--- config.mk ---
export PLATFORM = sky130hd
export DESIGN_NAME = pcm_sequencer_flat
export DESIGN_NICKNAME = d
export VERILOG_FILES = /design/src/rtl/pcm_pkg.sv /design/src/rtl/pcm_rom_if.sv /design/src/rtl/pcm_rom_fetch.sv /design/src/rtl/pcm_sequencer.sv /design/src/flat_wrapper.sv
export SDC_FILE = /design/constraint.sdc
export NUM_CORES = 1
export LEC_CHECK = 0
export BUFFER_PORTS_ARGS = -buffer_cell sky130_fd_sc_hd__buf_2
export CAP_MARGIN = 20
export CORE_MARGIN = 2
export CORE_UTILIZATION = 50
export CTS_CLUSTER_DIAMETER = 40
export DETAILED_ROUTE_END_ITERATION = 10
export GPL_ROUTABILITY_DRIVEN = 0
export PLACE_DENSITY = 0.66
export RECOVER_POWER = 25
export REMOVE_ABC_BUFFERS = 1
export SYNTH_ARGS = -nofsm -noshare
export SYNTH_HDL_FRONTEND = slang
export SYNTH_SLANG_ARGS = --single-unit
--- constraint.sdc ---
create_clock -name clk -period 4.47 [get_ports clk]
set_clock_uncertainty 0.1 [all_clocks]
set_input_delay 0.894 -clock clk [delete_from_list [all_inputs] [get_ports clk]]
set_output_delay 0.894 -clock clk [all_outputs]
set_load 0.05 [all_outputs]
--- src/rtl/pcm_pkg.sv ---
// Shared definitions for the ADPCM playback sequencer.
package pcm_pkg;

  localparam int unsigned PAGE_BITS = 8;

  typedef enum logic [1:0] {
    StIdle  = 2'd0,
    StFetch = 2'd1,
    StHi    = 2'd2,
    StLo    = 2'd3
  } pcm_state_e;

endpackage

--- src/rtl/pcm_rom_if.sv ---
// Request/acknowledge byte bus between the sequencer and the PCM ROM.
interface pcm_rom_if #(
  parameter int unsigned ADDR_WIDTH = 16
);
  logic [ADDR_WIDTH-1:0] rom_addr;
  logic                  rom_cs;
  logic [7:0]            rom_data;
  logic                  rom_ok;

  modport master (output rom_addr, output rom_cs, input rom_data, input rom_ok);
  modport slave  (input rom_addr, input rom_cs, output rom_data, output rom_ok);
endinterface

--- src/rtl/pcm_rom_fetch.sv ---
// ROM handshake engine: one outstanding request, abort path and a one-byte prefetch buffer.
module pcm_rom_fetch #(
  parameter int unsigned ADDR_WIDTH = 16
) (
  input  logic                  clk_i,
  input  logic                  reset_i,
  input  logic                  issue_i,       // start a request next cycle, dropping any other
  input  logic [ADDR_WIDTH-1:0] issue_addr_i,
  input  logic                  issue_buf_i,   // 1: prefetch into buffer, 0: demand fetch
  input  logic                  clr_i,         // drop request and invalidate the buffer
  output logic                  dem_ack_o,
  output logic [7:0]            rom_byte_o,
  output logic                  buf_valid_o,
  output logic [7:0]            buf_data_o,
  pcm_rom_if.master             rom
);

  logic [ADDR_WIDTH-1:0] addr_q, addr_d;
  logic                  cs_q, cs_d;
  logic                  to_buf_q, to_buf_d;
  logic [7:0]            buf_q, buf_d;
  logic                  buf_valid_q, buf_valid_d;
  logic                  ack;

  // rom_ok only counts while a request is actually outstanding.
  assign ack = cs_q & rom.rom_ok;

  // Request and buffer next-state; an issue always supersedes completion of the old request.
  always_comb begin
    addr_d      = addr_q;
    cs_d        = cs_q;
    to_buf_d    = to_buf_q;
    buf_d       = buf_q;
    buf_valid_d = buf_valid_q;
    if (ack) begin
      cs_d = 1'b0;
      if (to_buf_q) begin
        buf_d       = rom.rom_data;
        buf_valid_d = 1'b1;
      end
    end
    if (clr_i || issue_i) begin
      cs_d        = 1'b0;
      buf_valid_d = 1'b0;
    end
    if (issue_i) begin
      cs_d     = 1'b1;
      addr_d   = issue_addr_i;
      to_buf_d = issue_buf_i;
    end
  end

  // Handshake state registers.
  always_ff @(posedge clk_i) begin
    if (reset_i) begin
      addr_q      <= '0;
      cs_q        <= 1'b0;
      to_buf_q    <= 1'b0;
      buf_q       <= '0;
      buf_valid_q <= 1'b0;
    end else begin
      addr_q      <= addr_d;
      cs_q        <= cs_d;
      to_buf_q    <= to_buf_d;
      buf_q       <= buf_d;
      buf_valid_q <= buf_valid_d;
    end
  end

  assign rom.rom_addr = addr_q;
  assign rom.rom_cs   = cs_q;
  assign dem_ack_o    = ack & ~to_buf_q;
  assign rom_byte_o   = rom.rom_data;
  assign buf_valid_o  = buf_valid_q;
  assign buf_data_o   = buf_q;

endmodule

--- src/rtl/pcm_sequencer.sv ---
// ADPCM playback controller: page registers, byte pointer, nibble FSM and end compare.
module pcm_sequencer
  import pcm_pkg::*;
#(
  parameter int unsigned ADDR_WIDTH = 16
) (
  input  logic       clk,
  input  logic       reset,
  input  logic       sample_strobe,
  input  logic [7:0] cpu_data,
  input  logic       start_wr,
  input  logic       end_wr,
  input  logic       stop_wr,
  pcm_rom_if.master  rom,
  output logic [3:0] nibble,
  output logic       decoder_rst,
  output logic       busy,
  output logic       underrun
);

  localparam int unsigned OffBits = ADDR_WIDTH - PAGE_BITS;

  pcm_state_e            state_q, state_d;
  logic [ADDR_WIDTH-1:0] ptr_q, ptr_d;
  logic [PAGE_BITS-1:0]  start_page_q, start_page_d;
  logic [PAGE_BITS-1:0]  end_page_q, end_page_d;
  logic [3:0]            nibble_q, nibble_d;
  logic [3:0]            lo_nib_q, lo_nib_d;
  logic                  underrun_q, underrun_d;

  logic                  issue, issue_buf, clr;
  logic [ADDR_WIDTH-1:0] issue_addr;
  logic                  dem_ack, buf_valid;
  logic [7:0]            rom_byte, buf_data;

  logic [ADDR_WIDTH-1:0] start_base, end_base, ptr_inc, ptr_inc2;
  logic                  last, next_last;

  assign start_base = {start_page_q, {OffBits{1'b0}}};
  assign end_base   = {end_page_q, {OffBits{1'b0}}};
  assign ptr_inc    = ptr_q + ADDR_WIDTH'(1);
  assign ptr_inc2   = ptr_q + ADDR_WIDTH'(2);
  // Equality only, so a pointer that wraps past the end page keeps playing.
  assign last       = (ptr_inc == end_base);
  assign next_last  = (ptr_inc2 == end_base);

  pcm_rom_fetch #(
    .ADDR_WIDTH(ADDR_WIDTH)
  ) u_fetch (
    .clk_i       (clk),
    .reset_i     (reset),
    .issue_i     (issue),
    .issue_addr_i(issue_addr),
    .issue_buf_i (issue_buf),
    .clr_i       (clr),
    .dem_ack_o   (dem_ack),
    .rom_byte_o  (rom_byte),
    .buf_valid_o (buf_valid),
    .buf_data_o  (buf_data),
    .rom         (rom)
  );

  // State and datapath registers.
  always_ff @(posedge clk) begin
    if (reset) begin
      state_q      <= StIdle;
      ptr_q        <= '0;
      start_page_q <= '0;
      end_page_q   <= '0;
      nibble_q     <= '0;
      lo_nib_q     <= '0;
      underrun_q   <= 1'b0;
    end else begin
      state_q      <= state_d;
      ptr_q        <= ptr_d;
      start_page_q <= start_page_d;
      end_page_q   <= end_page_d;
      nibble_q     <= nibble_d;
      lo_nib_q     <= lo_nib_d;
      underrun_q   <= underrun_d;
    end
  end

  // Next state: stop beats go, go beats the strobe-driven sequencing.
  always_comb begin
    state_d      = state_q;
    ptr_d        = ptr_q;
    start_page_d = start_page_q;
    end_page_d   = end_page_q;
    nibble_d     = nibble_q;
    lo_nib_d     = lo_nib_q;
    underrun_d   = underrun_q;
    issue        = 1'b0;
    issue_addr   = ptr_inc;
    issue_buf    = 1'b1;
    clr          = 1'b0;

    if (start_wr) start_page_d = cpu_data;
    if (end_wr)   end_page_d   = cpu_data;

    if (stop_wr) begin
      state_d = StIdle;
      clr     = 1'b1;
    end else if (end_wr) begin
      clr = 1'b1;
      if (cpu_data == start_page_q) begin
        state_d = StIdle;
      end else begin
        state_d    = StFetch;
        ptr_d      = start_base;
        issue      = 1'b1;
        issue_addr = start_base;
        issue_buf  = 1'b0;
        underrun_d = 1'b0;
      end
    end else begin
      unique case (state_q)
        StIdle: ;
        StFetch: begin
          if (sample_strobe) underrun_d = 1'b1;
          if (dem_ack) begin
            state_d  = StHi;
            nibble_d = rom_byte[7:4];
            lo_nib_d = rom_byte[3:0];
            issue    = !last;
          end
        end
        StHi: begin
          if (sample_strobe) begin
            state_d  = StLo;
            nibble_d = lo_nib_q;
          end
        end
        StLo: begin
          if (sample_strobe) begin
            if (last) begin
              state_d = StIdle;
              clr     = 1'b1;
            end else if (buf_valid) begin
              ptr_d      = ptr_inc;
              state_d    = StHi;
              nibble_d   = buf_data[7:4];
              lo_nib_d   = buf_data[3:0];
              issue      = !next_last;
              issue_addr = ptr_inc2;
              clr        = 1'b1;
            end else begin
              // Prefetch still in flight: restart it as a demand fetch.
              ptr_d     = ptr_inc;
              state_d   = StFetch;
              issue     = 1'b1;
              issue_buf = 1'b0;
            end
          end
        end
        default: state_d = StIdle;
      endcase
    end
  end

  // Outputs decoded from state.
  always_comb begin
    decoder_rst = 1'b1;
    busy        = 1'b0;
    if (state_q != StIdle) begin
      decoder_rst = 1'b0;
      busy        = 1'b1;
    end
  end

  assign nibble   = nibble_q;
  assign underrun = underrun_q;

endmodule
--- src/flat_wrapper.sv ---
// flat-port wrapper written by rule: the top's interface ports become plain ports
module pcm_sequencer_flat import pcm_pkg::*;
#(
  parameter int unsigned ADDR_WIDTH = 16
)
  (clk, reset, sample_strobe, cpu_data, start_wr, end_wr, stop_wr, nibble, decoder_rst, busy, underrun, rom_rom_addr, rom_rom_cs, rom_rom_data, rom_rom_ok);
  pcm_rom_if #(.ADDR_WIDTH(ADDR_WIDTH)) rom_i ();
  input  logic clk;
  input  logic reset;
  input  logic sample_strobe;
  input  logic [7:0] cpu_data;
  input  logic start_wr;
  input  logic end_wr;
  input  logic stop_wr;
  output logic [3:0] nibble;
  output logic decoder_rst;
  output logic busy;
  output logic underrun;
  output wire logic [$bits(rom_i.rom_addr)-1:0] rom_rom_addr;
  output wire logic [$bits(rom_i.rom_cs)-1:0] rom_rom_cs;
  input wire logic [$bits(rom_i.rom_data)-1:0] rom_rom_data;
  input wire logic [$bits(rom_i.rom_ok)-1:0] rom_rom_ok;
  assign rom_rom_addr = rom_i.rom_addr;
  assign rom_rom_cs = rom_i.rom_cs;
  assign rom_i.rom_data = rom_rom_data;
  assign rom_i.rom_ok = rom_rom_ok;
  pcm_sequencer #(.ADDR_WIDTH(ADDR_WIDTH)) u_core (.clk(clk), .reset(reset), .sample_strobe(sample_strobe), .cpu_data(cpu_data), .start_wr(start_wr), .end_wr(end_wr), .stop_wr(stop_wr), .rom(rom_i), .nibble(nibble), .decoder_rst(decoder_rst), .busy(busy), .underrun(underrun));
endmodule
* After elaboration in Yosys (flattened, before gate mapping)
Index checks and enable logic that the tools add are counted.
Operators by class: add/subtract/negate cells 2, eq/ne operators 16, multiplexer cells 59, bitwise gates (word level) 5, reduce and logical (&&, ||, !) cells 19
Operators with widths (count):
- $mux 16 | 12
- $mux 4 | 9
- $eq 16x16->1 | 2
- $mux 1 | 28
- $add 16x1->16 const B | 1
- $add 16x2->16 const B | 1
- $mux 2 | 6
- $ne 2x2->1 const B | 6
- $pmux 4 s3 | 1
- $reduce_bool 2->1 | 5
- $eq 8x8->1 | 1
- $pmux 4 s2 | 1
- $reduce_and 4->1 | 2
- $reduce_and 8->1 | 1
- $reduce_and 7->1 | 1
- $ne 3x3->1 const B | 2
- $pmux 2 s3 | 1
- $reduce_bool 3->1 | 2
- $reduce_and 5->1 | 1
- $eq 2x2->1 const B | 2
- $reduce_bool 4->1 | 1
- $reduce_or 2->1 | 2
- $ne 3x2->1 const B | 1
- $not 1->1 | 3
- other kinds (7) | 9
Word-level totals: flip-flop bits (word level) 70, input bits 23, output and inout port bits 24, word-level logic and storage cells 113

* Longest topological paths before layout
Gate-level depths: netlist (run 1).
depth after elaboration 12, mapped depth 13, gate-level depth less buffers 11

* Hierarchy
Synthesis (run 1) repeated with hierarchy kept, for this count alone.
Unflattened totals: cell total of the unflattened synthesis 600, area total of the unflattened synthesis 4835.9 µm²
By module, submodules not included:
- pcm_sequencer | instances 1, cells an instance 493, area each 3716.1 µm²
- pcm_rom_fetch | instances 1, cells an instance 107, area each 1119.8 µm²

* Worst setup path before layout (run 1)
OpenSTA, ideal clock, no wires.
kind reg-to-reg, start point reg u_core.ptr_q[1], end point reg u_core.u_fetch.addr_q[14], in the netlist u_core.u_fetch.rom.rom_addr[14], setup time 0.103 ns, arrival time 3.172 ns, required time 4.267 ns, setup slack 1.095 ns, stages on the path, launching flop included 12, clock period less this slack 3.375 ns, path through dfxtp_1 -> ha_1 -> and2_1 -> buf_6 -> nand4_4 -> or4b_1 -> a31oi_2 -> o2111ai_2 -> a21o_1 -> a211o_1 -> xnor2_1 -> a2111oi_2
Between the ends: word-level cells in the longest chain between the ends 9, elaborated cells between the ends (all ways) 20
RTL lines:
- start, declared | line pcm_sequencer.sv:24 | logic [ADDR_WIDTH-1:0] ptr_q, ptr_d;
- start signal, assigned | line pcm_sequencer.sv:75 | ptr_q <= ptr_d;
- $add 16x2->16 | line pcm_sequencer.sv:42 | assign ptr_inc2 = ptr_q + ADDR_WIDTH'(2);
- $eq 16x16->1 | line pcm_sequencer.sv:45 | assign next_last = (ptr_inc2 == end_base);
- $logic_not 1->1 | line pcm_sequencer.sv:144 | issue = !next_last;
- $mux 1 | line pcm_sequencer.sv:139 | end else if (buf_valid) begin
- $mux 1 | line pcm_sequencer.sv:136 | if (last) begin
- $mux 1 | line pcm_sequencer.sv:135 | if (sample_strobe) begin
- $pmux 1 s2 | line pcm_sequencer.sv:117 | unique case (state_q)
- $mux 1 | line pcm_sequencer.sv:104 | end else if (end_wr) begin
- $mux 1 | line pcm_sequencer.sv:101 | if (stop_wr) begin
- end signal, assigned | line pcm_rom_fetch.sv:62 | addr_q <= addr_d;
- end, declared | line pcm_rom_fetch.sv:18 | logic [ADDR_WIDTH-1:0] addr_q, addr_d;
Parallel ways exist; a longest one is shown, timed or not. A chain may end at the register's enable or synchronous reset.

* Worst setup path after layout (run 1)
start point reg u_core.ptr_q[2], end point reg u_core.u_fetch.addr_q[14], in the netlist u_core.u_fetch.rom.rom_addr[14]
The elaborated chain is that of the path after synthesis.

==> results.yml, run 1 <==
yosys:
  synth_top_area_cell: "dfxtp_1"
  synth.top_cells.by_count: "75 x nor2_1, 70 x dfxtp_1, 65 x nand2_1"
  yosysSeqAreaShare_pct: 29.67
  synth-edff-count: 0
  ys_types: 74
  synth_top_area_share_pct: 29.67
  synthCells: 615
  avgSynthCellArea_um2: 7.680
  synth-main-ff-cell: "dfxtp_1"
  synth_most_common_cell: "nor2_1"
  synthTopCellsByArea: "dfxtp_1 30%, mux2i_1 7.0%, nor2_1 6.0%"
  synth_warnings: 0
  syn-cell-area_um2: 4723
  synth.ff_latch_count: 70
  async_reset_ff_share_pct: 0
detailed_routing:
  ant_nets: 0
  vias: 4824
  met1_length_mm: 6.171
  routed-wl-met2_mm: 6.882
  wl_per_cell_um: 19.39
  top_layer: "met4"
  wl_mm: 14.54
  drc: 0
  met3_length_mm: 1.105
  first_iter_violations: 472
  viasPerCell: 6.432
  firstDrtPassIters: 5
clock_network:
  post_cts_buffers: 0
  root_buffer: "clkbuf_8"
  cts_tree: "built"
  cts_hold_buf: 0
  post_cts_resize_count: 0
  insertion_delay_ns: 0.35
  numCtsBuffers: 9
  cts.sinks: 70
  cts.clk_slew.worst_paths_ns: 0.09
  cts_buffer_depth: 2
  ctsHtreeMaxLevel: 3
global_route:
  track_usage_pct: 28.75
  grt_pass1_wl_mm: 23.11
  grt_max_degree: 61
  overflow: 0
  grt_pass1_vias: 4431
  antenna_found_initial: 0
floorplanning:
  die_w_um: 101.2
  die_h_um: 101.2
  fp.coreArea_um2: 9196
  dieArea_um2: 10240
  io_pins: 47
  rows: 35
  initial_core_util_pct: 51.36
finish:
  diodes: 0
  syn_to_final_growth_pct: 9.245
  fillCellCount: 928
  final_nets: 661
  drive_gt1_share_pct: 14.40
  final_util_pct: 56.11
timing:
  setup_viol_count_final: 0
  setup_slack_ns: 0.4347
  final_max_slew_viol_count: 61
  maxSlewHeadroom_pct: -88.77
  clock.fmax_mhz: 247.8
  final.period_utilization_pct: 90.27
  rsz0062_at_grt: "no"
  fin_tns_setup_ns: 0
  tightest_slew_ns: 2.831
  hold_violations: 0
  fin_crit_ns: 4.035
run:
  cap_violations: 1
setup_path:
  rrSetupSlack_ns: 0.43
  worstReg2RegEnd: "u_core.u_fetch.rom.rom_addr[14]$_SDFFE_PP0P_"
  r2r_start: "u_core.ptr_q[2]$_SDFFE_PP0P_"
  crit_type: "reg2reg"
  start_kind: "flip-flop"
  crit_fanout: 14
  endpoint_kind: "flip-flop"
  worstPathRequired_ns: 4.59
  max_stage_delay_ns: 0.60
  slowest_stage: "dfxtp_1"
  crit_chain: "ha_1 -> and2_1 -> nand4_4 -> or4b_1 -> a31oi_2 -> o2111ai_2 -> a21o_1 -> a211o_1 -> xnor2_1 -> a2111oi_2"
  r2r_cells: 10
  critPathArrivalTime_ns: 4.15
power_and_ir_drop:
  p_seq_share_pct: 47.8
  clkPwrFrac_pct: 38.0
  power.switching_w: 0.0004212
  vdd_drop_max_v: 0.0001541
  switching_share_pct: 30.23
  power_frac_comb_pct: 14.2
  leakage_nw: 1.849
  p_per_area_nw_per_um2: 270.0
  intPower_w: 0.0009722
placement:
  dp_slack_ns: 0.5978
  port_buffers: 46
  dp_hpwl_mm: 10.38
run_status:
  status: "finished with violations"
  violations: "max-capacitance violations, max-slew violations"
worst_hold_path:
  min_to: "u_core.u_fetch.buf_data_o[5]$_SDFFE_PP0P_"
  min_from: "u_core.u_fetch.buf_data_o[5]$_SDFFE_PP0P_"
  holdPathStages: 2
  min_path_type: "reg2reg"
power groups by stage:
stage                      logic, W  clock network [W]  registers [W]
final                      0.000198           0.000529       0.000666
after floorplan           0.0000975                  0       0.000700
after global placement     0.000193                  0       0.000679
after detailed placement   0.000196                  0       0.000680
after CTS                  0.000196           0.000538       0.000665
after global routing       0.000214           0.000565       0.000669
logic make-up (layout without fill, tap and decap cells):
logic type	Yosys count	in the layout	share of synthesized area [%]
AND/OR/NAND/NOR	260	260	27.21
multiplexers	34	34	7.232
buffers and inverters	61	85	5.589
AO/OA/AOI/OAI	147	147	22.01
XOR/XNOR	39	39	7.232
flip-flops	70	70	29.67
adder cells (fa/ha/maj)	4	4	1.060
routing by layer:
layer,vias to the layer above,GRT usage (%)
met4,0,11.12
met2,236,46.97
met5,-,0
met1,2256,38.59
met3,41,3.865
li1,2291,-
worst max-delay path: cells and delay by family, from the launching register on:
family / cells / cell delay [ns]
DFF: 1 / 0.60
xor gates and xnor gates: 1 / 0.14
adders and majority gates: 1 / 0.41
and+or+nand+nor: 3 / 1.15
AOI/OAI and AO/OA: 5 / 1.50
flip-flops by register name, indices dropped and copies added (netlist names):
name	count
u_core.end_page_q	8
u_core.lo_nib_q	4
u_core.nibble	4
u_core.ptr_q	16
u_core.start_page_q	8
u_core.state_q	2
u_core.u_fetch.buf_data_o	8
u_core.u_fetch.buf_valid_o	1
u_core.u_fetch.rom.rom_addr	16
u_core.u_fetch.rom.rom_cs	1
u_core.u_fetch.to_buf_q	1
u_core.underrun	1
through the flow:
step | instances | power (W) | cell area (µm²) | hold WS (ns)
finish | 750 | 0.001393 | 5160 | 0.3597
global route | 750 | 0.001447 | 5160 | 0.3762
CTS | 750 | 0.001400 | 5165 | 0.3618
detailed placement | 734 | 0.0008759 | 4967 | 0.3489
global placement | 734 | 0.0008727 | 4967 | 0.3410
floorplan | 563 | 0.0007975 | 4493 | 0.3300
placed cells by master (no fill, tap or decap), types with 13 or more instances in the layout:
cell type	Yosys	layout
nor2_1	75	75
dfxtp_1	70	70
nand2_1	65	65
buf_2	12	45
a21oi_1	34	34
mux2i_1	33	33
xnor2_1	27	27
nand3_1	23	23
o21ai_0	21	21
nor3_1	20	20
nand4_1	16	16
buf_4	1	13
final cells by class:
class	instances	area, µm²	area share, %
Multi-Input combinational cell	484	3058	59.26
Sequential cell	70	1401	27.16
Timing Repair Buffer	60	330.3	6.402
Tap cell	111	138.9	2.692
Clock buffer	10	127.6	2.473
Clock inverter	6	70.07	1.358
Inverter	9	33.78	0.6547
worst max-delay path by stage:
stage / endpoint / cells past startpoint / from / slack, ns
6_report: u_core.u_fetch.rom.rom_addr[14]$_SDFFE_PP0P_ / 10 / u_core.ptr_q[2]$_SDFFE_PP0P_ / 0.43
5_1_grt: u_core.u_fetch.rom.rom_addr[10]$_SDFFE_PP0P_ / 11 / u_core.ptr_q[2]$_SDFFE_PP0P_ / 0.23
4_1_cts: u_core.u_fetch.rom.rom_addr[14]$_SDFFE_PP0P_ / 10 / u_core.ptr_q[2]$_SDFFE_PP0P_ / 0.55
3_5_place_dp: u_core.u_fetch.rom.rom_addr[14]$_SDFFE_PP0P_ / 10 / u_core.ptr_q[2]$_SDFFE_PP0P_ / 0.60
3_3_place_gp: u_core.u_fetch.rom.rom_addr[14]$_SDFFE_PP0P_ / 10 / u_core.ptr_q[2]$_SDFFE_PP0P_ / 0.71
2_1_floorplan: u_core.u_fetch.rom.rom_addr[14]$_SDFFE_PP0P_ / 10 / u_core.ptr_q[2]$_SDFFE_PP0P_ / 0.98
No activity file was read; power rests on OpenSTA's default activity.
==> inputs of run 2 (changes only) <==
--- a/config.mk
+++ b/config.mk
@@ -5,6 +5,7 @@
 export SDC_FILE = /design/constraint.sdc
 export NUM_CORES = 1
 export LEC_CHECK = 0
+export ABC_AREA = 1
 export BUFFER_PORTS_ARGS = -buffer_cell sky130_fd_sc_hd__buf_2
 export CAP_MARGIN = 20
 export CORE_MARGIN = 2
==> run 2 against run 1 <==
Net effect:
- the flow still finishes with violations (max-capacitance violations, max-slew violations)
- sequential share of layout area is 0.072 points lower
- clock power is 6.0% higher
- combinational power grew 50%
- critical path type is now in2reg
- critical endpoint is now u_core.end_page_q[4]$_SDFFE_PP0P_
==> results.yml, run 2 <==
yosys:
  synthTopCellsByArea: "dfxtp_1 30%, nand2_1 18%, o21ai_0 8.1%"
  synth_most_common_cell: "nand2_1"
  synth_warnings: 0
  ys_types: 33
  syn-cell-area_um2: 4736
  synth-edff-count: 0
  synth_top_family_by_area: "simple AND/OR/NAND/NOR gates"
  synth_top_area_cell: "dfxtp_1"
  synth.top_cells.by_count: "233 x nand2_1, 93 x inv_1, 92 x nor2_1"
  synth_xor_area_share_pct: 1.664
  synth-main-ff-cell: "dfxtp_1"
  synthMuxAreaShare_pct: 0
  async_reset_ff_share_pct: 0
  synth_compound_area_share_pct: 17.20
  synth_top_area_share_pct: 29.59
  synth-adder-area-share_pct: 1.057
  avgSynthCellArea_um2: 5.927
  yosysSeqAreaShare_pct: 29.59
  synth.ff_latch_count: 70
  synthCells: 799
  synth-simple-area-share_pct: 39.87
floorplanning:
  dieArea_um2: 10270
  io_pins: 47
  initial_core_util_pct: 51.50
  die_w_um: 101.3
  rows: 35
  fp.coreArea_um2: 9196
  die_h_um: 101.3
global_route:
  track_usage_pct: 29.52
  grt_pass1_vias: 4873
  overflow: 0
  grt_pass1_wl_mm: 23.82
  antenna_found_initial: 0
  grt_max_degree: 61
power_and_ir_drop:
  vdd_drop_max_v: 0.0002013
  leakage_nw: 2.362
  p_per_area_nw_per_um2: 300.2
timing:
  fin_crit_ns: 3.404
  setup_viol_count_final: 0
  final_max_slew_viol_count: 61
  maxSlewHeadroom_pct: -56.07
  hold_violations: 0
  fin_tns_setup_ns: 0
  final.period_utilization_pct: 76.16
  clock.fmax_mhz: 293.7
  tightest_slew_ns: 2.341
  rsz0062_at_grt: "no"
run_status:
  status: "finished with violations"
  violations: "max-capacitance violations, max-slew violations"
finish:
  fillCellCount: 994
  diodes: 0
  drive_gt1_share_pct: 9.461
  syn_to_final_growth_pct: 9.247
  register_area_um2: 1401
  final_nets: 857
  multi_input_area_um2: 2831
  most-common-layout-cells: "233 x nand2_1, 93 x inv_1, 92 x nor2_1, 77 x o21ai_0, 70 x dfxtp_1"
  final_cell_area_um2: 5174
  final_common_cell: "nand2_1"
detailed_routing:
  first_iter_violations: 441
  viasPerCell: 5.618
  drc: 0
  wl_mm: 14.30
  met3_length_mm: 1.027
  met1_length_mm: 6.130
  wl_per_cell_um: 15.12
  top_layer: "met4"
  routed-wl-met2_mm: 6.596
  ant_nets: 0
  firstDrtPassIters: 8
  vias: 5315
clock_network:
  post_cts_buffers: 0
  numCtsBuffers: 9
  cts.clk_slew.worst_paths_ns: 0.08
  post_cts_resize_count: 0
  cts.sinks: 70
  root_buffer: "clkbuf_8"
  cts_hold_buf: 0
  insertion_delay_ns: 0.37
  ctsHtreeMaxLevel: 3
  cts_buffer_depth: 2
  cts_tree: "built"
setup_path:
  timing.critical_path.from: "reset"
  critPathArrivalTime_ns: 3.59
  crit_chain: "clkbuf_1 -> inv_1 -> clkbuf_1 -> o21ai_0 -> a21oi_1"
  max_stage_delay_ns: 1.67
  r2r_start: "u_core.ptr_q[1]$_SDFFE_PP0P_"
  critical_path_buf_inv_count: 3
  cpLargestDelayFamily: "buffers and inverters"
  rrSetupSlack_ns: 1.25
  crit_top_cell: "clkbuf_1"
  crit_fanout: 60
  worstPathRequired_ns: 4.65
  start_kind: "primary input"
  crit_type: "in2reg"
  slowest_stage: "clkbuf_1"
  endpoint_kind: "flip-flop"
run:
  cap_violations: 1
placement:
  dpl_cell_area_um2: 4981
  dp_hpwl_mm: 10.49
  port_buffers: 46
worst_hold_path:
  min_from: "u_core.nibble[3]$_SDFFE_PP0P_"
  min_path_type: "reg2reg"
[run 2: area by class of cell]
class | instances | area share (%)
Tap cell | 111 | 2.684
Inverter | 97 | 7.037
Multi-Input combinational cell | 604 | 54.73
Timing Repair Buffer | 48 | 4.474
Clock buffer | 10 | 2.660
Clock inverter | 6 | 1.330
Sequential cell | 70 | 27.09
[run 2: worst paths after layout]
path / endpoint / cells after the start
worst max-delay path: u_core.end_page_q[4]$_SDFFE_PP0P_ / 5
worst min-delay path: u_core.nibble[3]$_SDFFE_PP0P_ / 2
worst max register to register: u_core.ptr_q[9]$_SDFFE_PP0P_ / 16
worst min register to register: u_core.nibble[3]$_SDFFE_PP0P_ / 2
[run 2: routing by layer]
metal / up-vias / GRT usage (%)
met1: 2416 / 39.05
met2: 206 / 48.24
met4: 0 / 12.99
li1: 2652 / -
met5: - / 0
met3: 41 / 3.796
[run 2: worst reg2reg max path: stages (launching register included)]
cell and delay [ns]:
dfxtp_1 0.46, ha_1 0.28, nand2_1 0.15, nor2_4 0.24
nand4_1 0.18, nand2_1 0.17, nand2_1 0.07, nand2_1 0.10
nand2_1 0.08, nor2_2 0.18, nand2_2 0.21, nand2_2 0.13
nand2_2 0.08, nand2_4 0.27, inv_2 0.15, o21ai_0 0.18
a21oi_1 0.07
[run 2: cells by family (layout without fill, tap and decap cells)]
group / Yosys count / after routing
xor gates and xnor gates: 9 / 9
DFF: 70 / 70
adders and majority gates: 4 / 4
buffers and inverters: 125 / 161
and+or+nand+nor: 438 / 438
AOI/OAI and AO/OA: 153 / 153
[run 2: per-stage QoR]
| step | power [W] | utilization, % | hold slack, ns | setup slack, ns | instances |
|---|---|---|---|---|---|
| detailed placement | 0.001002 | 54.16 | 0.3401 | 1.360 | 930 |
| CTS | 0.001555 | 56.41 | 0.3532 | 1.319 | 946 |
| finish | 0.001553 | 56.26 | 0.3483 | 1.066 | 946 |
| global placement | 0.0009972 | 54.16 | 0.3328 | 1.540 | 930 |
| global route | 0.001628 | 56.26 | 0.3772 | 0.6658 | 946 |
| floorplan | 0.0009071 | - | 0.3256 | 1.882 | 771 |
[run 2: power breakdown]
group	switching, W	total, W	internal (W)
Clock	0.000285	0.000561	0.000276
Combinational	0.000210	0.000297	0.0000875
Sequential	0.0000385	0.000695	0.000657
Total	0.000533	0.00155	0.00102
